**src/rtl/pf_osc_pkg.sv**
```systemverilog
// -----------------------------------------------------------------------------
// pf_osc_pkg
// Shared definitions for the oscillator clock-enable generator:
//   - top_state_e        : top-level sequencing states (STARTUP, RUN)
//   - DEF_*              : default values for the generator parameters
//   - startup_cnt_width(): width needed to count 0 .. n-1 (at least 1 bit)
// -----------------------------------------------------------------------------
package pf_osc_pkg;

  typedef enum logic [0:0] {
    STARTUP = 1'b0,
    RUN     = 1'b1
  } top_state_e;

  localparam int unsigned DEF_NUM_CH         = 4;
  localparam int unsigned DEF_DIV_WIDTH      = 16;
  localparam int unsigned DEF_STARTUP_CYCLES = 1024;

  // Smallest width w (w >= 1) such that 2**w >= n, so a counter of that width
  // can reach n-1.
  function automatic int unsigned startup_cnt_width(input int unsigned n);
    int unsigned w;
    w = 1;
    for (int unsigned i = 1; i < 32; i++) begin
      if (64'(n) > (64'd1 << i)) w = i + 1;
    end
    return w;
  endfunction

endpackage : pf_osc_pkg

```
**src/rtl/pf_osc_clk_en_gen_if.sv**
```systemverilog
// -----------------------------------------------------------------------------
// pf_osc_clk_en_gen_if
// Channel control / status bundle of the clock-enable generator.
//   CH_EN      : per-channel run enable                  (master -> slave)
//   DIV_VALUE  : packed divide values, ratio = value + 1 (master -> slave)
//   READY      : startup interval elapsed                (slave -> master)
//   CE_STROBE  : one-cycle clock-enable pulse per period (slave -> master)
//   DIV_OUT    : square wave toggling on each strobe     (slave -> master)
// -----------------------------------------------------------------------------
interface pf_osc_clk_en_gen_if
  import pf_osc_pkg::*;
#(
  parameter int unsigned NUM_CH    = DEF_NUM_CH,
  parameter int unsigned DIV_WIDTH = DEF_DIV_WIDTH
);

  logic [NUM_CH-1:0]           CH_EN;
  logic [NUM_CH*DIV_WIDTH-1:0] DIV_VALUE;
  logic                        READY;
  logic [NUM_CH-1:0]           CE_STROBE;
  logic [NUM_CH-1:0]           DIV_OUT;

  modport master (
    output CH_EN,
    output DIV_VALUE,
    input  READY,
    input  CE_STROBE,
    input  DIV_OUT
  );

  modport slave (
    input  CH_EN,
    input  DIV_VALUE,
    output READY,
    output CE_STROBE,
    output DIV_OUT
  );

endinterface : pf_osc_clk_en_gen_if

```
**src/rtl/pf_osc_div_chan.sv**
```systemverilog
// -----------------------------------------------------------------------------
// pf_osc_div_chan
// One divider channel: counter, captured divide value, strobe and toggle flop.
//   clk_i        : clock
//   rst_ni       : synchronous active-low reset
//   run_i        : top is in RUN (channel held cleared otherwise)
//   en_i         : channel enable
//   div_value_i  : requested divide value (ratio = value + 1)
//   strobe_o     : registered one-cycle pulse, once per period
//   div_out_o    : registered square wave, toggles with each strobe
// -----------------------------------------------------------------------------
module pf_osc_div_chan
  import pf_osc_pkg::*;
#(
  parameter int unsigned DIV_WIDTH = DEF_DIV_WIDTH
) (
  input  logic                 clk_i,
  input  logic                 rst_ni,
  input  logic                 run_i,
  input  logic                 en_i,
  input  logic [DIV_WIDTH-1:0] div_value_i,
  output logic                 strobe_o,
  output logic                 div_out_o
);

  logic [DIV_WIDTH-1:0] cnt_q, cnt_d;
  logic [DIV_WIDTH-1:0] div_q, div_d;
  logic                 act_q, act_d;
  logic                 strobe_q, strobe_d;
  logic                 div_out_q, div_out_d;

  logic                 active;
  logic                 first;
  logic [DIV_WIDTH-1:0] div_eff;
  logic                 wrap;

  always_comb begin
    active  = run_i & en_i;
    // On the first enabled cycle the captured value is not loaded yet, so the
    // terminal compare uses the live input; afterwards only the captured one.
    first   = active & ~act_q;
    div_eff = first ? div_value_i : div_q;
    wrap    = active & (cnt_q == div_eff);

    act_d     = active;
    cnt_d     = '0;
    div_d     = div_q;
    strobe_d  = 1'b0;
    div_out_d = div_out_q;

    if (!run_i) begin
      div_d     = '0;
      div_out_d = 1'b0;
    end else if (active) begin
      // A new value is only taken at enable or at a wrap, so a mid-period
      // change never truncates or stretches the current period.
      if (first || wrap) div_d = div_value_i;
      if (wrap) begin
        strobe_d  = 1'b1;
        div_out_d = ~div_out_q;
      end else begin
        cnt_d = cnt_q + DIV_WIDTH'(1);
      end
    end
    // Disabled in RUN: counter and strobe clear, DIV_OUT holds its level.
    // A wrap coinciding with the disable is suppressed since active is low.
  end

  always_ff @(posedge clk_i) begin
    if (!rst_ni) begin
      cnt_q     <= '0;
      div_q     <= '0;
      act_q     <= 1'b0;
      strobe_q  <= 1'b0;
      div_out_q <= 1'b0;
    end else begin
      cnt_q     <= cnt_d;
      div_q     <= div_d;
      act_q     <= act_d;
      strobe_q  <= strobe_d;
      div_out_q <= div_out_d;
    end
  end

  assign strobe_o  = strobe_q;
  assign div_out_o = div_out_q;

endmodule : pf_osc_div_chan

```
**src/rtl/pf_osc_clk_en_gen.sv**
```systemverilog
// -----------------------------------------------------------------------------
// pf_osc_clk_en_gen
// Clock-enable generator for a free-running RC oscillator clock. After reset a
// startup interval of STARTUP_CYCLES cycles elapses (READY low), then NUM_CH
// independent dividers produce clock-enable strobes and square waves.
//   CLK    : oscillator clock, all logic on the rising edge
//   RESETN : synchronous active-low reset
//   bus    : slave side of pf_osc_clk_en_gen_if (CH_EN, DIV_VALUE in;
//            READY, CE_STROBE, DIV_OUT out, all driven straight from flops)
// -----------------------------------------------------------------------------
module pf_osc_clk_en_gen
  import pf_osc_pkg::*;
#(
  parameter int unsigned NUM_CH         = DEF_NUM_CH,
  parameter int unsigned DIV_WIDTH      = DEF_DIV_WIDTH,
  parameter int unsigned STARTUP_CYCLES = DEF_STARTUP_CYCLES
) (
  input  logic                CLK,
  input  logic                RESETN,
  pf_osc_clk_en_gen_if.slave  bus
);

  localparam int unsigned      SCW     = startup_cnt_width(STARTUP_CYCLES);
  localparam logic [SCW-1:0]   SC_LAST = SCW'(STARTUP_CYCLES - 1);

  top_state_e     state_q, state_d;
  logic [SCW-1:0] st_cnt_q, st_cnt_d;
  logic           ready_q, ready_d;
  logic           run;

  logic [NUM_CH-1:0] strobe;
  logic [NUM_CH-1:0] div_out;

  // State register.
  always_ff @(posedge CLK) begin
    // NOTE: clocked state uses non-blocking assignments so every flop samples
    // the pre-edge values regardless of statement order.
    if (!RESETN) begin
      state_q  <= STARTUP;
      st_cnt_q <= '0;
      ready_q  <= 1'b0;
    end else begin
      state_q  <= state_d;
      st_cnt_q <= st_cnt_d;
      ready_q  <= ready_d;
    end
  end

  // Next-state logic: count through the startup interval, then stay in RUN
  // until reset.
  always_comb begin
    // NOTE: defaults first, so no path through the block leaves a signal
    // unassigned and infers a latch.
    state_d  = state_q;
    st_cnt_d = st_cnt_q;
    case (state_q)
      STARTUP: begin
        if (st_cnt_q == SC_LAST) state_d  = RUN;
        else                     st_cnt_d = st_cnt_q + SCW'(1);
      end
      RUN:     state_d = RUN;
      default: state_d = STARTUP;
    endcase
  end

  // Output logic: READY is registered from the next state so it rises in the
  // same cycle RUN is entered; channels run while the current state is RUN.
  always_comb begin
    ready_d = (state_d == RUN);
    run     = (state_q == RUN);
  end

  for (genvar g = 0; g < NUM_CH; g++) begin : g_chan
    pf_osc_div_chan #(
      .DIV_WIDTH (DIV_WIDTH)
    ) u_chan (
      .clk_i       (CLK),
      .rst_ni      (RESETN),
      .run_i       (run),
      .en_i        (bus.CH_EN[g]),
      .div_value_i (bus.DIV_VALUE[g*DIV_WIDTH +: DIV_WIDTH]),
      .strobe_o    (strobe[g]),
      .div_out_o   (div_out[g])
    );
  end

  assign bus.READY     = ready_q;
  assign bus.CE_STROBE = strobe;
  assign bus.DIV_OUT   = div_out;

endmodule : pf_osc_clk_en_gen
```
**src/flat_wrapper.sv**
```systemverilog
// flat-port wrapper written by rule: the top's interface ports become plain ports
module pf_osc_clk_en_gen_flat import pf_osc_pkg::*;
#(
  parameter int unsigned NUM_CH         = DEF_NUM_CH,
  parameter int unsigned DIV_WIDTH      = DEF_DIV_WIDTH,
  parameter int unsigned STARTUP_CYCLES = DEF_STARTUP_CYCLES
)
  (CLK, RESETN, bus_CH_EN, bus_DIV_VALUE, bus_READY, bus_CE_STROBE, bus_DIV_OUT);
  pf_osc_clk_en_gen_if #(.NUM_CH(NUM_CH), .DIV_WIDTH(DIV_WIDTH)) bus_i ();
  input  logic CLK;
  input  logic RESETN;
  input wire logic [$bits(bus_i.CH_EN)-1:0] bus_CH_EN;
  input wire logic [$bits(bus_i.DIV_VALUE)-1:0] bus_DIV_VALUE;
  output wire logic [$bits(bus_i.READY)-1:0] bus_READY;
  output wire logic [$bits(bus_i.CE_STROBE)-1:0] bus_CE_STROBE;
  output wire logic [$bits(bus_i.DIV_OUT)-1:0] bus_DIV_OUT;
  assign bus_i.CH_EN = bus_CH_EN;
  assign bus_i.DIV_VALUE = bus_DIV_VALUE;
  assign bus_READY = bus_i.READY;
  assign bus_CE_STROBE = bus_i.CE_STROBE;
  assign bus_DIV_OUT = bus_i.DIV_OUT;
  pf_osc_clk_en_gen #(.NUM_CH(NUM_CH), .DIV_WIDTH(DIV_WIDTH), .STARTUP_CYCLES(STARTUP_CYCLES)) u_core (.CLK(CLK), .RESETN(RESETN), .bus(bus_i));
endmodule
```
**config.mk**
```make
export PLATFORM = sky130hd
export DESIGN_NAME = pf_osc_clk_en_gen_flat
export DESIGN_NICKNAME = d
export VERILOG_FILES = /design/src/rtl/pf_osc_pkg.sv /design/src/rtl/pf_osc_clk_en_gen_if.sv /design/src/rtl/pf_osc_div_chan.sv /design/src/rtl/pf_osc_clk_en_gen.sv /design/src/flat_wrapper.sv
export SDC_FILE = /design/constraint.sdc
export NUM_CORES = 1
export LEC_CHECK = 0
export CAP_MARGIN = 15
export CELL_PAD_IN_SITES_DETAIL_PLACEMENT = 1
export CELL_PAD_IN_SITES_GLOBAL_PLACEMENT = 1
export CORE_MARGIN = 1
export CORE_UTILIZATION = 40
export DETAILED_ROUTE_END_ITERATION = 16
export PLACE_DENSITY = 0.72
export SYNTH_ARGS = -nofsm -noshare
export SYNTH_HDL_FRONTEND = slang
export SYNTH_SLANG_ARGS = --single-unit
```
**constraint.sdc**
```tcl
create_clock -name CLK -period 3.4 [get_ports CLK]
set_input_delay 0.68 -clock CLK [delete_from_list [all_inputs] [get_ports CLK]]
set_output_delay 0.68 -clock CLK [all_outputs]
set_load 0.005 [all_outputs]
```
==> impl_metrics.csv <==
group,metric,value,unit
power,p_total,3.957,mW
worst_setup_path,critPathRequiredTime,3.70,ns
finish,multi_input_area,0.004753,mm2
hold_path,worstHoldPathType,"flop to flop",
sta,rsz0062_at_grt,"no",
clock_network,path_clk_slew,0.06,ns
run,drv_cap,0,
synthesis,syn_area_per_cell,8.065,um2
finish,post-route-util,0.4966,
grt,gr-total-overflow,0,
synthesis,syn_area,0.008396,mm2
die,rows,52,
sta,finalCritPeriodShare,0.8867,
outcome,status,"completed",
grt,first_global_vias,8200,
sta,slew_viol_final,0,
place,port_buffers,78,
detailed_routing,drc_errors,0,
grt,antenna_found_initial,0,
synthesis,ys_seq_area_frac,0.3601,
finish,area_growth,20.83,%
synthesis,synth_warnings,0,
place,detailed_place_hpwl,18.35,mm
grt,grt_pass1_wl,41.45,mm
clock_network,cts.sinks,151,
finish,fill_cells,2459,
worst_setup_path,r2r_slack,0.61,ns
power,ir_drop,298.2,uV
die,initial_utilization,0.4110,
power,p_sw,0.8877,mW
sta,clock_skew,0.01100,ns
worst_setup_path,crit_type,"primary input to flop",
worst_setup_path,regToRegEndpoint,"u_core.g_chan[2].u_chan.div_q[0]",
hold_path,holdPathEnd,"u_core.g_chan[0].u_chan.div_q[14]",
detailed_routing,wirelength,24.78,mm
die,coreArea,0.02043,mm2
synthesis,syn-num-nets,1116,
clock_network,cts_hold_buf,0,
synthesis,async_flop_share,0,
sta,final.setup.tns,0,ns
detailed_routing,vias,7813,
die,fp.dieArea,0.02157,mm2
worst_setup_path,path_buf_inv,3,
synthesis,synth.top_cell.area_share,0.3601,
hold_path,worstHoldStart,"u_core.g_chan[0].u_chan.div_q[14]",
finish,stdcell_count,1385,
power,sw_frac_of_total,0.2243,
grt,grtUsageTotal,0.2385,
worst_setup_path,critPathLaunchType,"primary input",
synthesis,ys_ff_latch,151,
place,gp_congestion,0.8758,
power,combinationalPowerShare,0.050,
synthesis,synth-edff-count,0,
worst_setup_path,ff2ff_path_depth,10,
detailed_routing,final_antenna_net_count,0,
place,dp_cells,1353,
power,p_leak,3.451,nW
power,pwr-share-clk,0.502,
sta,fin_crit,3.015,ns
clock_network,clockBufferDepth,2,
sta,setup_viol,0,
worst_setup_path,cp_max_fo,14,
detailed_routing,vias_per_cell,5.641,
clock_network,clk_latency,0.43,ns
detailed_routing,drt_first_pass_iters,6,
synthesis,synthTopCellsByArea,"dfxtp_1 (36%), xnor2_1 (6.4%), nand3_1 (5.1%)",
finish,nets,1177,
clock_network,cts_tree,"yes",
worst_setup_path,cp_top_family,"compound AO/OA/AOI/OAI gates",
power,p_per_area,390.1,mW/mm2
place,placed_area,0.009538,mm2
grt,grt_max_degree,44,
worst_setup_path,arrival,3.32,ns
hold_path,hold_depth,2,
synthesis,synth-main-ff-cell,"dfxtp_1",
clock_network,ctsResizeCount,0,
clock_network,cts_buffers,17,
clock_network,h-tree-depth,4,
worst_setup_path,regToRegStartpoint,"u_core.run",
worst_setup_path,crit_chain,"clkdlybuf4s50_1, and3b_1, buf_4, a2111oi_0, a22oi_1, a21oi_1, a41oi_2, buf_4, o21ai_0, a21oi_1",
sta,hold_viol,0,
clock_network,cts-root-buf,"clkbuf_16",
synthesis,synth_cell_type_count,68,
finish,layout-drive-gt1-share,0.08072,
detailed_routing,detail_route.wl_per_cell,17.89,um
finish,fin_area,0.01014,mm2
worst_setup_path,endpoint_kind,"flop",
finish,seqCellArea,0.003023,mm2
power,seqPwrFrac,0.448,
worst_setup_path,slowest_stage,"a2111oi_0",
sta,max_freq,331.7,MHz
synthesis,synth.largest_area_cell,"dfxtp_1",
worst_setup_path,cpPeakStageDelay,0.60,ns
clock_network,cts_setup_buffers,0,
sta,worstMarginPinSlew,0.6308,ns
die,ios,79,
die,die_h,146.9,um
sta,slew_headroom,0.5686,
power,p_int,3.070,mW
finish,antenna_cells,0,
synthesis,syn_inst,1041,
die,die_w,146.9,um
detailed_routing,drt_iter0_markers,400,
worst register-to-register path: stages, from the launching register on:
cell       delay (ns)
dfxtp_1          0.31
buf_4            0.17
and3b_1          0.21
buf_4            0.17
a2111oi_0        0.60
a22oi_1          0.18
a21oi_1          0.25
a41oi_2          0.25
buf_4            0.26
o21ai_0          0.17
a21oi_1          0.09
through the flow:
step / hold WS [ns] / worst slack, ns
finish: 0.4765 / 0.3853
global placement: 0.4581 / 0.1192
floorplan: 0.4438 / 0.5166
CTS: 0.4808 / 0.3916
global route: 0.4932 / 0.2329
detailed placement: 0.4667 / -0.04720
cell type report:
| cell class | instances | share of cell area |
|---|---|---|
| clock buffer | 20 | 0.04502 |
| clock inverter | 12 | 0.01480 |
| inverter | 74 | 0.02738 |
| multi-input combinational | 738 | 0.4686 |
| sequential | 151 | 0.2980 |
| tap | 270 | 0.03330 |
| timing repair buffer | 120 | 0.1130 |
cells in the mapped netlist, types with 17 or more instances:
master / instances
nand3b_1: 20
o211ai_1: 20
nand3_1: 85
o2111ai_1: 22
and3_1: 17
nor2_1: 85
nor2b_1: 17
a21oi_1: 33
xor2_1: 42
clkbuf_1: 55
dfxtp_1: 151
o21ai_0: 46
inv_1: 74
nand2_1: 72
nand2b_1: 23
nor3_1: 25
xnor2_1: 61
power groups by stage:
stage	Sequential, mW	Clock [mW]	Combinational (mW)
2_1_floorplan	1.81	0	0.0609
3_3_place_gp	1.81	0	0.195
3_5_place_dp	1.81	0	0.196
4_1_cts	1.77	2.02	0.198
5_1_grt	1.77	2.10	0.211
6_report	1.77	1.99	0.197
sequential cells by signal, indices dropped and copies added, names as in the netlist:
name / flops
u_core.g_chan.u_chan.div_q: 64
u_core.g_chan.u_chan.cnt_q: 64
u_core.g_chan.u_chan.strobe_o: 4
u_core.st_cnt_q: 10
u_core.g_chan.u_chan.div_out_o: 4
u_core.run: 1
u_core.g_chan.u_chan.act_q: 4
worst max path at each step:
| stage | from | to | slack [ns] | cells after the start |
|---|---|---|---|---|
| floorplan | bus_CH_EN[2] | u_core.g_chan[2].u_chan.div_q[6] | 0.52 | 10 |
| global placement | bus_CH_EN[3] | u_core.g_chan[3].u_chan.cnt_q[1] | 0.12 | 9 |
| detailed placement | bus_CH_EN[2] | u_core.g_chan[2].u_chan.div_out_o | -0.05 | 9 |
| CTS | bus_CH_EN[2] | u_core.g_chan[2].u_chan.div_out_o | 0.39 | 9 |
| global route | bus_CH_EN[2] | u_core.g_chan[2].u_chan.div_q[8] | 0.23 | 10 |
| finish | bus_CH_EN[2] | u_core.g_chan[2].u_chan.div_q[0] | 0.39 | 10 |
metal layers:
metal | track usage | vias up | routed length (um)
met5 | 0 | - | 0
met4 | 0.07760 | 0 | 428
met2 | 0.4014 | 155 | 11740
met1 | 0.3116 | 3810 | 11820
met3 | 0.03634 | 36 | 796
li1 | - | 3812 | -
cell usage in the layout (no fill, tap or decap), types with 5 or more instances in the layout:
cell type	netlist	layout
nor2_1	85	85
clkbuf_16	0	17
nand2_1	72	71
buf_4	10	38
and3_1	17	17
or3_1	5	5
o32a_1	16	16
mux2i_1	13	13
o2111ai_1	22	22
o22ai_1	11	11
a21oi_1	33	33
nand4_1	12	12
nand3b_1	20	20
o31ai_1	8	8
ha_1	5	5
o211ai_1	20	20
nand3_1	85	85
clkdlybuf4s50_1	0	78
nor2b_1	17	17
o21ai_0	46	46
inv_1	74	74
a2111oi_0	6	6
nor4_1	12	12
nand2b_1	23	23
xnor2_1	61	61
a22oi_1	5	5
o221ai_1	8	8
nor3_1	25	25
or2_2	5	5
xor2_1	42	42
dfxtp_1	151	151
logic make-up (layout without fill, tap and decap cells):
family,Yosys count,in the layout,share of synthesized area
AOI/OAI and AO/OA,213,213,0.1839
adders and majority gates,5,5,0.007452
muxes,17,17,0.02086
and+or+nand+nor,400,400,0.2438
buffers and inverters,152,226,0.07645
DFF,151,151,0.3601
xor gates and xnor gates,103,103,0.1075
(Power assumes the default switching activity.)
